[src/rtl/pipe_pkg.sv]
// Shared definitions for the pipeline stage buffers: occupancy states and the
// per-boundary NOP payload words.
package pipe_pkg;

    typedef enum logic [1:0] {
        OCC_EMPTY = 2'd0,
        OCC_ONE   = 2'd1,
        OCC_TWO   = 2'd2
    } occ_state_t;

    localparam logic [6:0] NOP_INST_TYPE = 7'b0010011;
    localparam logic [4:0] NOP_REG_ADDR  = 5'd0;

    // Builds "addi rd, x0, 0" so a bubble never writes an architectural register.
    function automatic logic [31:0] nop_word(input logic [4:0] rd, input logic [6:0] opcode);
        return {12'd0, 5'd0, 3'd0, rd, opcode};
    endfunction

    localparam logic [31:0] IF_ID_NOP  = nop_word(NOP_REG_ADDR, NOP_INST_TYPE);
    localparam logic [31:0] ID_EX_NOP  = nop_word(NOP_REG_ADDR, NOP_INST_TYPE);
    localparam logic [31:0] EX_MEM_NOP = 32'd0;
    localparam logic [31:0] MEM_WB_NOP = 32'd0;

endpackage

[src/rtl/pipe_stage_ctrl.sv]
// Occupancy state machine and valid/ready handshake for one pipeline stage.
// PIPE_STAGE_SKID_EN selects the two-entry skid build; otherwise single-entry.
module pipe_stage_ctrl
    import pipe_pkg::*;
(
    input  logic       clk_in,
    input  logic       rst_in,
    input  logic       rdy_in,
    input  logic       flush_in,
    input  logic       up_valid,
    input  logic       dn_ready,
    output logic       up_ready,
    output logic       dn_valid,
    output logic [1:0] occ,
    output logic       load_main,
`ifdef PIPE_STAGE_SKID_EN
    output logic       load_skid,
    output logic       shift_skid,
`endif
    output logic       clear_payload
);

    occ_state_t state;
    occ_state_t next_state;
    logic       up_xfer;
    logic       dn_xfer;

    assign dn_valid = (state != OCC_EMPTY);
    assign occ      = state;
`ifdef PIPE_STAGE_SKID_EN
    // Registered only: the skid entry absorbs the beat in flight when dn_ready drops.
    assign up_ready = (state != OCC_TWO);
`else
    assign up_ready = (state == OCC_EMPTY) | dn_ready;
`endif
    assign up_xfer = up_valid & up_ready & rdy_in & ~flush_in;
    assign dn_xfer = dn_valid & dn_ready & rdy_in;

    always_ff @(posedge clk_in) begin
        if (!rst_in) begin
            state <= OCC_EMPTY;
        end else if (rdy_in) begin
            state <= next_state;
        end
    end

    always_comb begin
        next_state = state;
        if (flush_in) begin
            next_state = OCC_EMPTY;
        end else begin
            case (state)
                OCC_EMPTY: if (up_xfer) next_state = OCC_ONE;
                OCC_ONE: begin
                    if (dn_xfer && !up_xfer) next_state = OCC_EMPTY;
`ifdef PIPE_STAGE_SKID_EN
                    else if (up_xfer && !dn_xfer) next_state = OCC_TWO;
`endif
                end
                OCC_TWO: if (dn_xfer) next_state = OCC_ONE;
                default: next_state = OCC_EMPTY;
            endcase
        end
    end

    always_comb begin
        load_main     = 1'b0;
`ifdef PIPE_STAGE_SKID_EN
        load_skid     = 1'b0;
        shift_skid    = 1'b0;
`endif
        clear_payload = rdy_in & flush_in;
        case (state)
            OCC_EMPTY: load_main = up_xfer;
            OCC_ONE: begin
                load_main = up_xfer & dn_xfer;
`ifdef PIPE_STAGE_SKID_EN
                load_skid = up_xfer & ~dn_xfer;
`endif
            end
`ifdef PIPE_STAGE_SKID_EN
            OCC_TWO: shift_skid = dn_xfer;
`endif
            default: ;
        endcase
    end

endmodule

[src/rtl/pipe_stage_buf.sv]
// Generic valid/ready pipeline stage buffer with flush, pause and NOP fill.
// PIPE_STAGE_SKID_EN adds the skid register for full registered back-pressure.
module pipe_stage_buf
    import pipe_pkg::*;
#(
    parameter int                DATA_W  = 32,
    parameter logic [DATA_W-1:0] NOP_VAL = '0
) (
    input  logic              clk_in,
    input  logic              rst_in,
    input  logic              rdy_in,
    input  logic              flush_in,
    input  logic              up_valid,
    input  logic [DATA_W-1:0] up_data,
    output logic              up_ready,
    output logic              dn_valid,
    output logic [DATA_W-1:0] dn_data,
    input  logic              dn_ready,
    output logic [1:0]        occ
);

    logic              load_main;
    logic              clear_payload;
    logic [DATA_W-1:0] main_q;
`ifdef PIPE_STAGE_SKID_EN
    logic              load_skid;
    logic              shift_skid;
    logic [DATA_W-1:0] skid_q;
`endif

    pipe_stage_ctrl u_ctrl (
        .clk_in        (clk_in),
        .rst_in        (rst_in),
        .rdy_in        (rdy_in),
        .flush_in      (flush_in),
        .up_valid      (up_valid),
        .dn_ready      (dn_ready),
        .up_ready      (up_ready),
        .dn_valid      (dn_valid),
        .occ           (occ),
        .load_main     (load_main),
`ifdef PIPE_STAGE_SKID_EN
        .load_skid     (load_skid),
        .shift_skid    (shift_skid),
`endif
        .clear_payload (clear_payload)
    );

`ifdef PIPE_STAGE_SKID_EN
    always_ff @(posedge clk_in) begin
        if (!rst_in || clear_payload) begin
            main_q <= NOP_VAL;
            skid_q <= NOP_VAL;
        end else begin
            if (load_main) begin
                main_q <= up_data;
            end else if (shift_skid) begin
                main_q <= skid_q;
            end
            if (load_skid) begin
                skid_q <= up_data;
            end
        end
    end
`else
    always_ff @(posedge clk_in) begin
        if (!rst_in || clear_payload) begin
            main_q <= NOP_VAL;
        end else if (load_main) begin
            main_q <= up_data;
        end
    end
`endif

    // A drained main register keeps its last beat, so the NOP fill is muxed here.
    assign dn_data = dn_valid ? main_q : NOP_VAL;

endmodule

[config.mk]
export PLATFORM = sky130hd
export DESIGN_NAME = pipe_stage_buf
export DESIGN_NICKNAME = d
export VERILOG_FILES = /design/src/rtl/pipe_pkg.sv /design/src/rtl/pipe_stage_ctrl.sv /design/src/rtl/pipe_stage_buf.sv
export SDC_FILE = /design/constraint.sdc
export NUM_CORES = 1
export LEC_CHECK = 0
export BUFFER_PORTS_ARGS = -buffer_cell sky130_fd_sc_hd__buf_2
export CORE_AREA = 2 2 68 70
export DETAILED_ROUTE_END_ITERATION = 12
export DIE_AREA = 0 0 70 72
export HOLD_SLACK_MARGIN = 0.06
export PLACE_DENSITY_LB_ADDON = 0.15
export SYNTH_ARGS = -nofsm -noshare
export SYNTH_HDL_FRONTEND = slang
export SYNTH_SLANG_ARGS = --single-unit
[constraint.sdc]
create_clock -name clk_in -period 1.61 [get_ports clk_in]
set_clock_uncertainty 0.05 [all_clocks]
set_input_delay 0.2415 -clock clk_in [delete_from_list [all_inputs] [get_ports clk_in]]
set_output_delay 0.2415 -clock clk_in [all_outputs]
set_load 0.005 [all_outputs]
==> flow_summary.ini, run 1 <==
[global_routing]
grt-ovfl-total = 0
grt_first_pass_wirelength_um = 6250
grt_pass1_vias = 1406
antenna_found_initial = 0
grt_max_degree = 65
grt_use_total_pct = 15.2

[route]
drc = 0
avgViaCountPerCell = 4.87
drt_pass1_iterations = 4
routedWlPerCell_um = 12.3
drtAntennaViolNets = 0
routed_wl_um = 3790
drt_iter0_markers = 73
vias = 1505

[sta]
setup_violations = 0
fin_crit_ns = 1.51
max_freq_mhz = 663
slew_viol_final = 0
tns_ns = 0
rsz0062_at_grt = false
hold_viol = 0
period_share_pct = 93.6
postLayoutSetupSlackWorst_ns = 0.103

[floorplanning]
fp.dieW_um = 70
die_h_um = 72
io_pins = 74
dieArea_um2 = 5040
core_um2 = 4260
start_util_pct = 38.6
num_rows = 24

[logic_synthesis]
netlist_area_um2 = 1640
synth_area_per_cell_um2 = 8.56
synth_top_area_cell = dfxtp_1
seq_area_frac_synth_pct = 40.2
synth-seq-cells = 33
ys_warn_count = 0
ys_types = 17
synth_fp_nets = 230
synth_top_area_share_pct = 40.2
ys_top_cells_by_area = dfxtp_1 (40%), o21ai_2 (16%), and2_1 (12%), nand4_1 (12%), nand2_1 (7.3%)
synthCells = 192

[hold_path]
hp-class = in2reg
hold_path_depth = 2
hold_path_startpoint = rst_in
whs_endpoint = u_ctrl.occ[0]$_SDFFE_PN0P_

[clock_network]
clockBufferDepth = 2
clock-sinks = 33
root_buffer = clkbuf_8
cts_made_buffers = 5
htree_levels = 2
cts_hold_buf = 0
cts_tree = done
clk_pin_slew_ns = 0.06
cts_resized = 0
clock_latency_ns = 0.27
postCtsSetupBuffers = 0

[setup_path]
required_ns = 1.32
critPathLaunchType = flop
slowest_delay_ns = 0.33
rrSetupSlack_ns = 0.47
cp_top_family = buffers and inverters
endpoint_kind = output pin
cp_cell_sequence = nand2b_1 -> buf_4 -> buf_2
cp_slowest_cell = buf_4
rr_worst_depth = 4
r2r_start = u_ctrl.occ[0]$_SDFFE_PN0P_
arrival_ns = 1.22
cp.buffers_inverters = 2
r2r-end = main_q[0]$_SDFFE_PP0P_
critPathKind = reg2out
critPathMaxFanout = 33

[place]
io_buffer_count = 72
place_congestion = 0.713
dp_hpwl_um = 2560
placedCellCount = 302
post-place-ws_ns = 0.261

[pwr]
pwr-share-clk_pct = 36.9
p_sw_share_pct = 22.9
p_per_area_nw_per_um2 = 762
power_mw = 1.63
peakVddDrop_uv = 399
p_int_mw = 1.25
power_leakage_nw = 0.974
p_comb_share_pct = 11.1
power_switching_uw = 372
pwr-share-seq_pct = 52.0

[finish]
final_nets = 295
num_antenna_cells = 0
fin_cells = 309
syn_to_final_growth_pct = 29.8
drive_above_1_share_pct = 46.3

[run_status]
status = complete, no violations

[run]
cap_violations = 0
[cell families (layout without fill, tap and decap cells)]
kind of cell	Yosys count	in the layout	synth area share, %
AO/OA/AOI/OAI	35	35	17.7
buffers and inverters	23	88	8.45
other	1	1	0.228
flip-flops	33	33	40.2
AND/OR/NAND/NOR	100	100	33.5
[power groups by stage]
| stage | clock [mW] | sequential [mW] | combinational [mW] |
|---|---|---|---|
| after floorplan | 0 | 0.863 | 0.105 |
| after global placement | 0 | 0.864 | 0.183 |
| after detailed placement | 0 | 0.864 | 0.182 |
| after CTS | 0.618 | 0.846 | 0.183 |
| after global routing | 0.648 | 0.848 | 0.199 |
| final | 0.600 | 0.846 | 0.180 |
[worst max-delay path by stage]
stage	start	to	slack, ns	cells after the start
2_1_floorplan	u_ctrl.occ[0]$_SDFFE_PN0P_	main_q[10]$_SDFFE_PP0P_	0.45	5
3_3_place_gp	flush_in	main_q[6]$_SDFFE_PP0P_	0.27	5
3_5_place_dp	flush_in	main_q[5]$_SDFFE_PP0P_	0.26	5
4_1_cts	u_ctrl.occ[0]$_SDFFE_PN0P_	up_ready	0.11	3
5_1_grt	u_ctrl.occ[0]$_SDFFE_PN0P_	up_ready	0.03	3
6_report	u_ctrl.occ[0]$_SDFFE_PN0P_	up_ready	0.10	3
[sequential cells by signal, indices dropped and copies added (netlist names)]
name,cells
main_q,32
u_ctrl.occ,1
[per-stage QoR]
stage,util [%],cell area [um2],hold WS (ns)
after floorplan,-,1640,0.320
after global placement,48.0,2050,0.393
after detailed placement,48.0,2050,0.396
after CTS,50.0,2130,0.157
after global routing,50.0,2130,0.166
final,50.0,2130,0.157
[layout make-up]
type	count	area, um2
Clock buffer	7	86.3
Tap cell	52	65.1
Timing Repair Buffer	81	465
Fill cell	452	2130
Sequential cell	33	661
Multi-Input combinational cell	136	856
[placed cells by master (no fill, tap or decap)]
cell type / synthesis / final
nand2b_1: 1 / 1
dfxtp_1: 33 / 33
and2_1: 32 / 32
nand4_1: 32 / 32
buf_12: 0 / 3
and2_4: 1 / 1
o21ai_2: 30 / 30
buf_2: 12 / 72
a21boi_4: 0 / 1
and3b_1: 1 / 1
nand2_1: 32 / 32
buf_4: 2 / 6
conb_1: 1 / 1
clkbuf_8: 0 / 6
nor2b_1: 1 / 1
clkbuf_1: 5 / 1
a21oi_1: 1 / 1
o21ai_0: 3 / 3
[per-layer routing]
layer	part of all wire (%)	up-vias	track usage [%]
met4	0.45	0	5.13
met3	5.2	2	3.89
met5	0	-	0
met1	47	674	18.4
met2	47	37	26.5
li1	-	792	-
[synth_stat cells]
cell       n
a21boi_0   1
a21oi_1    1
and2_1    32
and2_4     1
and3b_1    1
buf_2     12
buf_4      2
buf_6      4
clkbuf_1   5
conb_1     1
dfxtp_1   33
nand2_1   32
nand2b_1   1
nand4_1   32
nor2b_1    1
o21ai_0    3
o21ai_2   30
Power figures use the tool's default switching activity.
==> inputs of run 2 (changes only) <==
Settings changed: CELL_PAD_IN_SITES_DETAIL_PLACEMENT set to 1, CELL_PAD_IN_SITES_GLOBAL_PLACEMENT set to 2, CORE_AREA 2 2 68 70 to 2 2 85 87, DIE_AREA 0 0 70 72 to 0 0 87 89, SETUP_SLACK_MARGIN set to 0.5.
==> flow_summary.ini, run 2 (synthesized netlist as in run 1, its figures left out) <==
[finish]
fin_cells = 340
num_antenna_cells = 0
largest-register = main_q
fill_cells = 819
fin_util_pct = 33.9
syn_to_final_growth_pct = 38.4
design_area_um2 = 2270
largest_reg_flops = 32
mostFrequentLayoutCells = buf_2 (72), and2_1 (32), nand2_1 (32), nand4_1 (32), dfxtp_1 (32)
drive_above_1_share_pct = 47.7
final_common_cell = buf_2
final_nets = 297

[sta]
fin_crit_ns = 1.40
holdWs_ns = 0.147
max_freq_mhz = 712
hold_viol = 0
rsz0062_at_grt = true
period_share_pct = 87.2
setup_violations = 0
slew_viol_final = 0
tns_ns = 0
postLayoutSetupSlackWorst_ns = 0.206

[clock_network]
clk_pin_slew_ns = 0.07
cts_made_buffers = 5
cts_tree = done
clock-sinks = 33
root_buffer = clkbuf_8
clock_latency_ns = 0.28
clockBufferDepth = 2
htree_levels = 2

[route]
routed_wl_um = 5000
routedWlPerCell_um = 14.7
avgViaCountPerCell = 4.66
vias = 1584
drtAntennaViolNets = 0
drt_pass1_iterations = 4
drt_iter0_markers = 41
drc = 0

[setup_path]
r2r_start = u_ctrl.occ[0]$_SDFFE_PN0P_
critPathMaxFanout = 17
required_ns = 1.32
rr_worst_depth = 4
arrival_ns = 1.11
r2r-end = main_q[2]$_SDFFE_PP0P_
critPathKind = reg2out
rrSetupSlack_ns = 0.45
endpoint_kind = output pin
critPathLaunchType = flop

[hold_path]
whs_endpoint = main_q[3]$_SDFFE_PP0P_
hold_path_depth = 3
hold_path_startpoint = up_data[3]
hp-class = in2reg

[global_routing]
grt_use_total_pct = 12.7
grt_pass1_vias = 1577
grt_max_degree = 65
grt_first_pass_wirelength_um = 7700
grt-ovfl-total = 0
antenna_found_initial = 0

[pwr]
p_int_mw = 1.43
p_comb_share_pct = 10.9
pwr-share-clk_pct = 43.6
pwr-share-seq_pct = 45.5
power_leakage_nw = 1.02
power_mw = 1.86
power_switching_uw = 429
p_per_area_nw_per_um2 = 817
p_sw_share_pct = 23.1
peakVddDrop_uv = 273

[run]
cap_violations = 0

[place]
placedCellCount = 330
post-place-ws_ns = 0.243
io_buffer_count = 72
dp_hpwl_um = 3270
placedInstanceArea_um2 = 2080
place_congestion = 0.661

[floorplanning]
die_h_um = 89
core_um2 = 6720
dieArea_um2 = 7740
fp.dieW_um = 87
io_pins = 74
start_util_pct = 24.5
num_rows = 30

[run_status]
status = complete, no violations
## run 2: changes by cell type in the layout (fill, tap and decap cells not counted)
cell	delta
dfxtp_4	+1
buf_4	-3
buf_6	+2
buf_12	+1
o21ai_0	-1
nand2b_1	-1
o21ai_1	+1
clkbuf_16	+2
dfxtp_1	-1
nand2b_2	+1
bufinv_16	+1
## run 2: how the worst max path moves through the flow
| stage | startpoint | to | slack [ns] | depth (start not counted) |
|---|---|---|---|---|
| floorplan | flush_in | main_q[0]$_SDFFE_PP0P_ | 0.51 | 5 |
| global placement | flush_in | main_q[2]$_SDFFE_PP0P_ | 0.28 | 5 |
| detailed placement | flush_in | main_q[2]$_SDFFE_PP0P_ | 0.24 | 5 |
| CTS | u_ctrl.occ[0]$_SDFFE_PN0P_ | up_ready | 0.16 | 3 |
| global route | u_ctrl.occ[0]$_SDFFE_PN0P_ | dn_data[25] | 0.15 | 3 |
| finish | u_ctrl.occ[0]$_SDFFE_PN0P_ | dn_data[3] | 0.21 | 3 |
## run 2: repair_timing
action / CTS / global route
endpoints found under the hold margin: 0 / 0
setup buffers: 0 / 0
endpoints found under the setup margin: 67 / 67
cloned: 0 / 2
hold buffers: 0 / 0
resized for setup: 1 / 7
pin swaps: 0 / 0
## run 2: worst max-delay path, stage by stage (launching register included)
cell and delay, ns:
dfxtp_4 0.37, clkbuf_16 0.18, and2_1 0.16, buf_2 0.12
## run 2: area by class of cell
type | count | area, um2 | share of cell area (%)
Multi-Input combinational cell | 136 | 858 | 37.7
Timing Repair Buffer | 83 | 536 | 23.5
Clock inverter | 1 | 30.0 | 1.32
Clock buffer | 7 | 86.3 | 3.80
Tap cell | 80 | 100 | 4.40
Sequential cell | 33 | 664 | 29.2
## run 2: power by group through the flow
stage	clock network, mW	registers [mW]	logic [mW]
finish	0.810	0.847	0.202
global route	0.885	0.849	0.224
CTS	0.842	0.846	0.191
detailed placement	0	0.865	0.189
global placement	0	0.865	0.190
floorplan	0	0.863	0.105
## run 2: layer usage
| layer | GRT usage, % | wire, um |
|---|---|---|
| met1 | 17.2 | 2310 |
| met2 | 19.9 | 2370 |
| met3 | 3.51 | 274 |
| met4 | 3.84 | 53 |
| met5 | 0 | 0 |
==> inputs of run 3 (changes only) <==
Settings changed: CORE_AREA 2 2 85 87 to 2 2 82 84, DIE_AREA 0 0 87 89 to 0 0 84 86.
Clock period 1.61 ns to 1.7 ns, I/O delays scaled along.
==> flow_summary.ini, run 3 (synthesized netlist as in run 1, its figures left out) <==
[route]
drt_pass1_iterations = 4
drt_iter0_markers = 76
avgViaCountPerCell = 4.77
vias = 1603
drtAntennaViolNets = 0
drc = 0
routedWlPerCell_um = 14.5
routed_wl_um = 4880

[hold_path]
whs_endpoint = main_q[3]$_SDFFE_PP0P_
hold_path_startpoint = up_data[3]
hp-class = in2reg
hold_path_depth = 3

[sta]
slew_viol_final = 0
period_share_pct = 82.0
holdWs_ns = 0.158
setup_violations = 0
hold_viol = 0
fin_crit_ns = 1.39
tns_ns = 0
rsz0062_at_grt = true
postLayoutSetupSlackWorst_ns = 0.306
max_freq_mhz = 718

[setup_path]
critPathKind = reg2out
cp_slowest_cell = dfxtp_4
critPathLaunch = u_ctrl.occ[0]$_SDFFE_PN0P_
critPathMaxFanout = 14
arrival_ns = 1.09
slowest_delay_ns = 0.38
rrSetupSlack_ns = 0.54
critPathLaunchType = flop
rr_worst_depth = 4
endpoint_kind = output pin
required_ns = 1.39
r2r-end = main_q[3]$_SDFFE_PP0P_
cp_cell_sequence = clkbuf_16 -> and2_1 -> buf_2
r2r_start = u_ctrl.occ[0]$_SDFFE_PN0P_

[place]
placedInstanceArea_um2 = 2060
place_congestion = 0.663
post-place-ws_ns = 0.335
dp_hpwl_um = 3050
io_buffer_count = 72

[global_routing]
antenna_found_initial = 0
grt_first_pass_wirelength_um = 7640
grt_max_degree = 65
grt-ovfl-total = 0
grt_use_total_pct = 13.4
grt_pass1_vias = 1540

[floorplanning]
io_pins = 74
fp.dieW_um = 84
die_h_um = 86
core_um2 = 6280
dieArea_um2 = 7220
start_util_pct = 26.2
num_rows = 29

[finish]
final_common_cell = buf_2
final_nets = 297
drive_above_1_share_pct = 47.1
syn_to_final_growth_pct = 36.0
num_antenna_cells = 0
design_area_um2 = 2240
largest_reg_flops = 32
fill_cells = 779
fin_util_pct = 35.6
largest-register = main_q
mostFrequentLayoutCells = buf_2 (72), and2_1 (32), nand2_1 (32), nand4_1 (32), dfxtp_1 (32)

[run]
cap_violations = 0

[clock_network]
clk_pin_slew_ns = 0.07
htree_levels = 2
clock_latency_ns = 0.28
root_buffer = clkbuf_8
clock-sinks = 33
clockBufferDepth = 2
cts_tree = done
cts_made_buffers = 5
cts_hold_buf = 0

[pwr]
power_leakage_nw = 1.00
p_per_area_nw_per_um2 = 713
peakVddDrop_uv = 304

[run_status]
status = complete, no violations
[run 3: worst max-delay path by stage]
| stage | cells after the start | slack, ns | end |
|---|---|---|---|
| 2_1_floorplan | 5 | 0.54 | main_q[10]$_SDFFE_PP0P_ |
| 3_3_place_gp | 5 | 0.36 | main_q[3]$_SDFFE_PP0P_ |
| 3_5_place_dp | 5 | 0.34 | main_q[2]$_SDFFE_PP0P_ |
| 4_1_cts | 3 | 0.29 | dn_data[27] |
| 5_1_grt | 3 | 0.25 | dn_data[9] |
| 6_report | 3 | 0.31 | dn_data[9] |
[run 3: final cells by class]
class	count	area [um2]	share of cell area, %
multi-input combinational	136	856	38.3
sequential	33	664	29.7
tap	77	96.3	4.31
timing repair buffer	83	533	23.8
clock buffer	7	86.3	3.86
[run 3: timing repair]
| item | CTS | global route |
|---|---|---|
| endpoints found under the hold margin | 0 | 0 |
| buffers inserted | 2 | 0 |
| cloned | 1 | 1 |
| gates resized for setup | 5 | 1 |
| endpoints found under the setup margin | 67 | 53 |
[run 3: critical path, delay by kind of cell, from the launching register on]
| kind | cells | cell delay [ns] |
|---|---|---|
| buffers and inverters | 2 | 0.29 |
| DFF | 1 | 0.38 |
| and+or+nand+nor | 1 | 0.14 |
[run 3: stage by stage]
step	power [mW]	instances
after CTS	1.61	335
after global placement	0.997	325
after global routing	1.67	336
after detailed placement	0.996	325
after floorplan	0.916	192
final	1.59	336
[run 3: per-layer routing]
metal / track usage (%) / share of wire [%]
met1: 15.5 / 44
met3: 3.27 / 4.2
met2: 24.0 / 51
met4: 4.84 / 0.94
met5: 0 / 0
[run 3: power by group]
group          leakage [nW]  switching, mW  internal, mW
Sequential            0.268         0.0103         0.792
Clock                0.0443          0.281         0.321
Combinational         0.689          0.105        0.0849
Total                  1.00          0.396          1.20
